### config.mk
export PLATFORM = sky130hd
export DESIGN_NAME = imp_ln_stat_ctrl
export DESIGN_NICKNAME = d
export VERILOG_FILES = /design/src/rtl/imp_ln_stat_ctrl.sv
export SDC_FILE = /design/constraint.sdc
export NUM_CORES = 1
export LEC_CHECK = 0
export CAP_MARGIN = 20
export CORE_UTILIZATION = 50
export DETAILED_ROUTE_END_ITERATION = 10
export GPL_TIMING_DRIVEN = 0
export PLACE_DENSITY = 0.7
export RECOVER_POWER = 100
export SKIP_LAST_GASP = 1
export SLEW_MARGIN = 15
export SYNTH_ARGS = -nofsm -noshare
export SYNTH_HDL_FRONTEND = slang
export SYNTH_SLANG_ARGS = --single-unit
### constraint.sdc
create_clock -name i_clk -period 8.3 [get_ports i_clk]
set_input_delay 1.66 -clock i_clk [delete_from_list [all_inputs] [get_ports i_clk]]
set_output_delay 1.66 -clock i_clk [all_outputs]
set_load 0.01 [all_outputs]
### src/rtl/imp_ln_stat_ctrl.sv
// rtl/imp_ln_stat_ctrl.sv - layer-norm mean/variance accumulator that requests the std from a sqrt unit
module imp_ln_stat_ctrl #(
  parameter int N_LOG2  = 4,
  parameter int TIMEOUT = 16
) (
  input  logic        i_clk,
  input  logic        i_rst,
  input  logic        i_valid,
  input  logic [7:0]  i_data,
  output logic        o_ready,
  output logic        o_sqrt_start,
  output logic [15:0] o_sqrt_data,
  input  logic        i_sqrt_done,
  input  logic [7:0]  i_sqrt_root,
  output logic        o_valid,
  output logic [7:0]  o_mean,
  output logic [15:0] o_var,
  output logic [7:0]  o_std,
  output logic        o_err
);

  localparam int SW = 8 + N_LOG2;
  localparam int QW = 15 + N_LOG2;
  localparam int TW = $clog2(TIMEOUT + 1);

  typedef enum logic [2:0] {S_ACC, S_CALC, S_REQ, S_WAIT, S_OUT} state_t;

  state_t            state_q, state_d;
  logic [SW-1:0]     sum_q, sum_d;
  logic [QW-1:0]     sumsq_q, sumsq_d;
  logic [N_LOG2-1:0] cnt_q, cnt_d;
  logic [TW-1:0]     tmo_q, tmo_d;
  logic [7:0]        mean_q, mean_d;
  logic [15:0]       var_q, var_d;
  logic [15:0]       rad_q, rad_d;
  logic [7:0]        omean_q, omean_d;
  logic [15:0]       ovar_q, ovar_d;
  logic [7:0]        std_q, std_d;
  logic              err_q, err_d;

  logic [7:0]        mag;
  logic [15:0]       sq;
  logic [7:0]        mean_c;
  logic [14:0]       ex2_c;
  logic signed [15:0] mean_sq;
  logic signed [16:0] var17;
  logic [15:0]       var_c;
  logic              tmo_hit;

  // Dropping the low N_LOG2 bits of a two's-complement sum is a floor division.
  always_comb begin
    mag     = i_data[7] ? (8'd0 - i_data) : i_data;
    sq      = mag * mag;
    mean_c  = sum_q[SW-1 -: 8];
    ex2_c   = sumsq_q[QW-1 -: 15];
    mean_sq = $signed(mean_c) * $signed(mean_c);
    var17   = $signed({2'b00, ex2_c}) - $signed({1'b0, mean_sq});
    var_c   = var17[16] ? 16'd0 : var17[15:0];
    tmo_hit = (tmo_q == TW'(TIMEOUT - 1));
  end

  always_ff @(posedge i_clk) begin
    if (i_rst) begin
      state_q <= S_ACC;
    end else begin
      state_q <= state_d;
    end
  end

  always_comb begin
    state_d = state_q;
    case (state_q)
      S_ACC:   if (i_valid && (&cnt_q)) state_d = S_CALC;
      S_CALC:  state_d = S_REQ;
      S_REQ:   state_d = S_WAIT;
      S_WAIT:  if (i_sqrt_done || tmo_hit) state_d = S_OUT;
      S_OUT:   state_d = S_ACC;
      default: state_d = S_ACC;
    endcase
  end

  always_comb begin
    sum_d   = sum_q;
    sumsq_d = sumsq_q;
    cnt_d   = cnt_q;
    tmo_d   = tmo_q;
    mean_d  = mean_q;
    var_d   = var_q;
    rad_d   = rad_q;
    omean_d = omean_q;
    ovar_d  = ovar_q;
    std_d   = std_q;
    err_d   = err_q;
    case (state_q)
      S_ACC: begin
        if (i_valid) begin
          sum_d   = sum_q + {{N_LOG2{i_data[7]}}, i_data};
          sumsq_d = sumsq_q + QW'(sq);
          cnt_d   = cnt_q + 1'b1;
        end
      end
      S_CALC: begin
        mean_d = mean_c;
        var_d  = var_c;
        rad_d  = var_c;
      end
      S_REQ: tmo_d = '0;
      S_WAIT: begin
        tmo_d = tmo_q + 1'b1;
        // Done wins over a timeout landing in the same cycle.
        if (i_sqrt_done || tmo_hit) begin
          std_d   = i_sqrt_done ? i_sqrt_root : 8'd0;
          err_d   = !i_sqrt_done;
          omean_d = mean_q;
          ovar_d  = var_q;
        end
      end
      S_OUT: begin
        sum_d   = '0;
        sumsq_d = '0;
        cnt_d   = '0;
      end
      default: ;
    endcase
  end

  always_ff @(posedge i_clk) begin
    if (i_rst) begin
      sum_q   <= '0;
      sumsq_q <= '0;
      cnt_q   <= '0;
      tmo_q   <= '0;
      mean_q  <= '0;
      var_q   <= '0;
      rad_q   <= '0;
      omean_q <= '0;
      ovar_q  <= '0;
      std_q   <= '0;
      err_q   <= 1'b0;
    end else begin
      sum_q   <= sum_d;
      sumsq_q <= sumsq_d;
      cnt_q   <= cnt_d;
      tmo_q   <= tmo_d;
      mean_q  <= mean_d;
      var_q   <= var_d;
      rad_q   <= rad_d;
      omean_q <= omean_d;
      ovar_q  <= ovar_d;
      std_q   <= std_d;
      err_q   <= err_d;
    end
  end

  always_comb begin
    o_ready      = (state_q == S_ACC);
    o_sqrt_start = (state_q == S_REQ);
    o_valid      = (state_q == S_OUT);
    o_sqrt_data  = rad_q;
    o_mean       = omean_q;
    o_var        = ovar_q;
    o_std        = std_q;
    o_err        = err_q;
  end

endmodule
==> results.md <==
* Grt ovf at 0
* CP startpoint kind: input pin
* Synth area leader: dfxtp_1
* Avg Inst Size Synth at 8.619 µm²
* Clock buffer count from CTS at 9
* CTS tree: done
* Maximum vdd drop at 187.4 µV
* Synth Flop Type: dfxtp_1
* Worst reg2reg setup slack at 1.24 ns
* Number of flops mapped to enable cells by yosys at 0
* DIE AREA at between 15000 and 20000 µm²
* Status: complete, no violations
* Max Slew Vio Count at 0
* Antenna viol nets, final at 0
* Clock-pin slew on the worst setup and hold paths at 0.08 ns
* DP HPWL at 16640 µm
* Seq/Total Area, Yosys at 22.08%
* Vias in the first global route at 6959
* Crit path max-delay family: adder cells
* Max Clock Skew at 0.01401 ns
* Fraction of registers with async set/reset at 0%
* Final hold violation count at 0
* Top Ports at 72
* Slew Limit Headroom at 40.31%
* RSZ-0062 raised after global routing: false
* Critical Path AT at 8.02 ns
* Total power draw at 2763 µW
* Worst path slowest cell: dlygate4sd3_1
* Setup TNS at 0 ns
* Share of cells above drive strength 1 at about 3.2%
* Clk buf depth at 2
* CP max stage delay at 0.75 ns
* CP endpoint kind: flop
* GP Congestion at 0.8796
* Placed instance count at roughly 1400
* Initial antenna violation count at 0
* Total GRT Usage at 23.60%
* Post-CTS setup buffers at 0
* CTS Sinks at 100
* Fin crit period at 7.798 ns
* FP Rows at 48
* Drt wl/cell at around 15 µm
* Core Footprint at 17480 µm²
* Initial core utilization at 51.88%
* Final hold slack at around 0.45 ns
* Post_cts resized at 0
* Post-synth top area share at 22.08%
* Synth area leaders: dfxtp_1 (22%), fa_1 (19%), ha_1 (13%)
* Number of H-tree levels at 3
* WP buf/inv at 6
* Pre-Repair DR Iteration Count at 5
* Drt initial violations at 344
* Die X at 136.7 µm
* Post-CTS Hold Fix Bufs at 0
* Clock Tree Root: clkbuf_16
* WS Path Type: input pin to flop
* Crit path cell chain: dlygate4sd3_1, inv_1, ha_1, nand2b_1, o21ai_0, xor2_1, inv_2, nand2_1, inv_1, fa_1, fa_1, fa_1, inv_1, fa_1, inv_1, ha_1, o21a_1, o211ai_1, nand2_1, a41oi_1, nor2_1, o2111ai_1, o211ai_1
* Nets at ~1300
* Global-route wire length before repair at around 34000 µm
* Worst skew pair latency at 0.36 ns
* Cell area after synthesis at just over 9000 µm²
* Syn Inst Count at 1052
* DRC errors left at 0
* Pleak at 0.004881 µW
* Power Density at about 270 nW/µm²
* Hold Path Class: flop to flop
* Vias per cell at roughly 5.2
* CP Max Fanout at 7
* Largest net degree at the start of global routing at 20
* Vias post-DR at 7055
* Final wirelength at between 20000 and 25000 µm
* Actual slew at the worst max-slew pin at 0.8704 ns
* Final setup viols at 0
* Flops & latches, synth at 100
* Syn. warnings at 0
* Die height at approximately 140 µm
* Number of distinct library cells after synthesis at 70
* Layout Area Growth over Synthesis at 13.83%
* Ant diodes at 0
* Layout Cells excl Fill at 1367
* Fmax at between 100 and 150 MHz
* Max_cap viols at 0
* Port bufs at 70
* CP required at 8.52 ns
* Final worst path period share at between 90% and 100%
## metrics by stage
stage / area (µm²) / utilization (%) / worst slack (ns)
floorplan: 9082 / - / 1.647
global placement: 10060 / 57.59 / 0.4121
detailed placement: 10060 / 57.59 / 0.3083
CTS: 10360 / 59.26 / 0.6385
global route: 10320 / 59.06 / 0.1325
finish: 10320 / 59.06 / 0.5021
## power by group
part	internal [µW]	switching, µW
clock network	211	211
registers	515	34.5
logic	773	1020
total	1500	1260
## area by class of cell
cell class                 count  area (µm²)
fill                        1589        7156
multi-input combinational    753        6269
sequential                   100        2002
timing repair buffer          70       700.7
inverter                     169       634.4
tap                          225       281.5
clock buffer                   9       225.2
buffer                        34       141.4
clock inverter                 7       67.56
## kinds of logic (layout without fill, tap and decap cells)
logic type,count (synthesis),count (layout),synth area share [%]
adders and majority gates,182,182,32.15
buffers and inverters,203,289,8.776
muxes,12,12,1.339
DFF,100,100,22.08
and+or+nand+nor,281,281,13.96
other,2,6,0.08282
xor gates and xnor gates,62,62,5.989
AOI/OAI and AO/OA,210,210,15.62
## cell usage after synthesis, types with 6 or more instances
cell	n
o211ai_1	8
xnor2_1	34
nor3_1	15
xor2_1	28
nand2b_1	13
ha_1	97
o21a_1	9
a21oi_1	62
mux2i_1	11
nor2_1	88
a21o_1	15
dfxtp_1	100
nor2b_1	7
fa_1	85
o21ai_1	24
o21ai_0	16
a22oi_1	8
and2_1	16
clkbuf_1	27
nand3_1	6
nand2_1	108
inv_1	167
a22o_1	23
## placed cells by master (no fill, tap or decap), types with 7 or more instances in the layout
master,netlist,routed
inv_1,167,167
nand2_1,108,108
dfxtp_1,100,100
ha_1,97,97
nor2_1,88,88
fa_1,85,85
a21oi_1,62,62
dlygate4sd3_1,0,54
xnor2_1,34,34
clkbuf_1,27,31
o21ai_0,16,31
xor2_1,28,28
a22o_1,23,23
clkdlybuf4s50_1,0,16
nor3_1,15,15
a21o_1,15,15
and2_1,16,14
nand2b_1,13,13
mux2i_1,11,11
o21ai_1,24,10
o21a_1,9,9
clkbuf_16,0,9
o211ai_1,8,8
a22oi_1,8,8
nor2b_1,7,7
## routing by layer
| metal | vias to the layer above | part of all wire [%] | GRT usage [%] |
|---|---|---|---|
| li1 | 3616 | - | - |
| met1 | 3267 | 49 | 32.73 |
| met2 | 146 | 45 | 38.16 |
| met3 | 26 | 4.1 | 3.000 |
| met4 | 0 | 2.0 | 7.346 |
| met5 | - | 0 | 0 |
## worst paths after layout
check	start	end	depth (start not counted)
worst max-delay path	i_data[0]	sumsq_q[16]$_SDFFE_PP0P_	23
worst min-delay path	o_var[0]$_SDFFE_PP0P_	o_var[0]$_SDFFE_PP0P_	2
worst max register to register	sum_q[7]$_SDFFE_PP0P_	o_sqrt_data[10]$_SDFFE_PP0P_	24
worst min register to register	o_var[0]$_SDFFE_PP0P_	o_var[0]$_SDFFE_PP0P_	2
## registers in the layout, summed over array words and instances, names as in the netlist
signal	flops
cnt_q	4
o_sqrt_data	16
mean_q	8
o_std	8
o_err	1
sumsq_q	19
tmo_q	5
o_mean	8
o_var	16
state_q	3
sum_q	12
## worst reg2reg max path, delay by kind of cell (launching register included)
| family | cells | cell delay, ns |
|---|---|---|
| fa+ha+maj | 6 | 2.80 |
| compound gates | 6 | 1.92 |
| buf+inv | 7 | 1.29 |
| simple gates | 4 | 0.54 |
| flops | 1 | 0.38 |
| xor+xnor | 1 | 0.11 |
No activity file was read; power rests on OpenSTA's default activity.
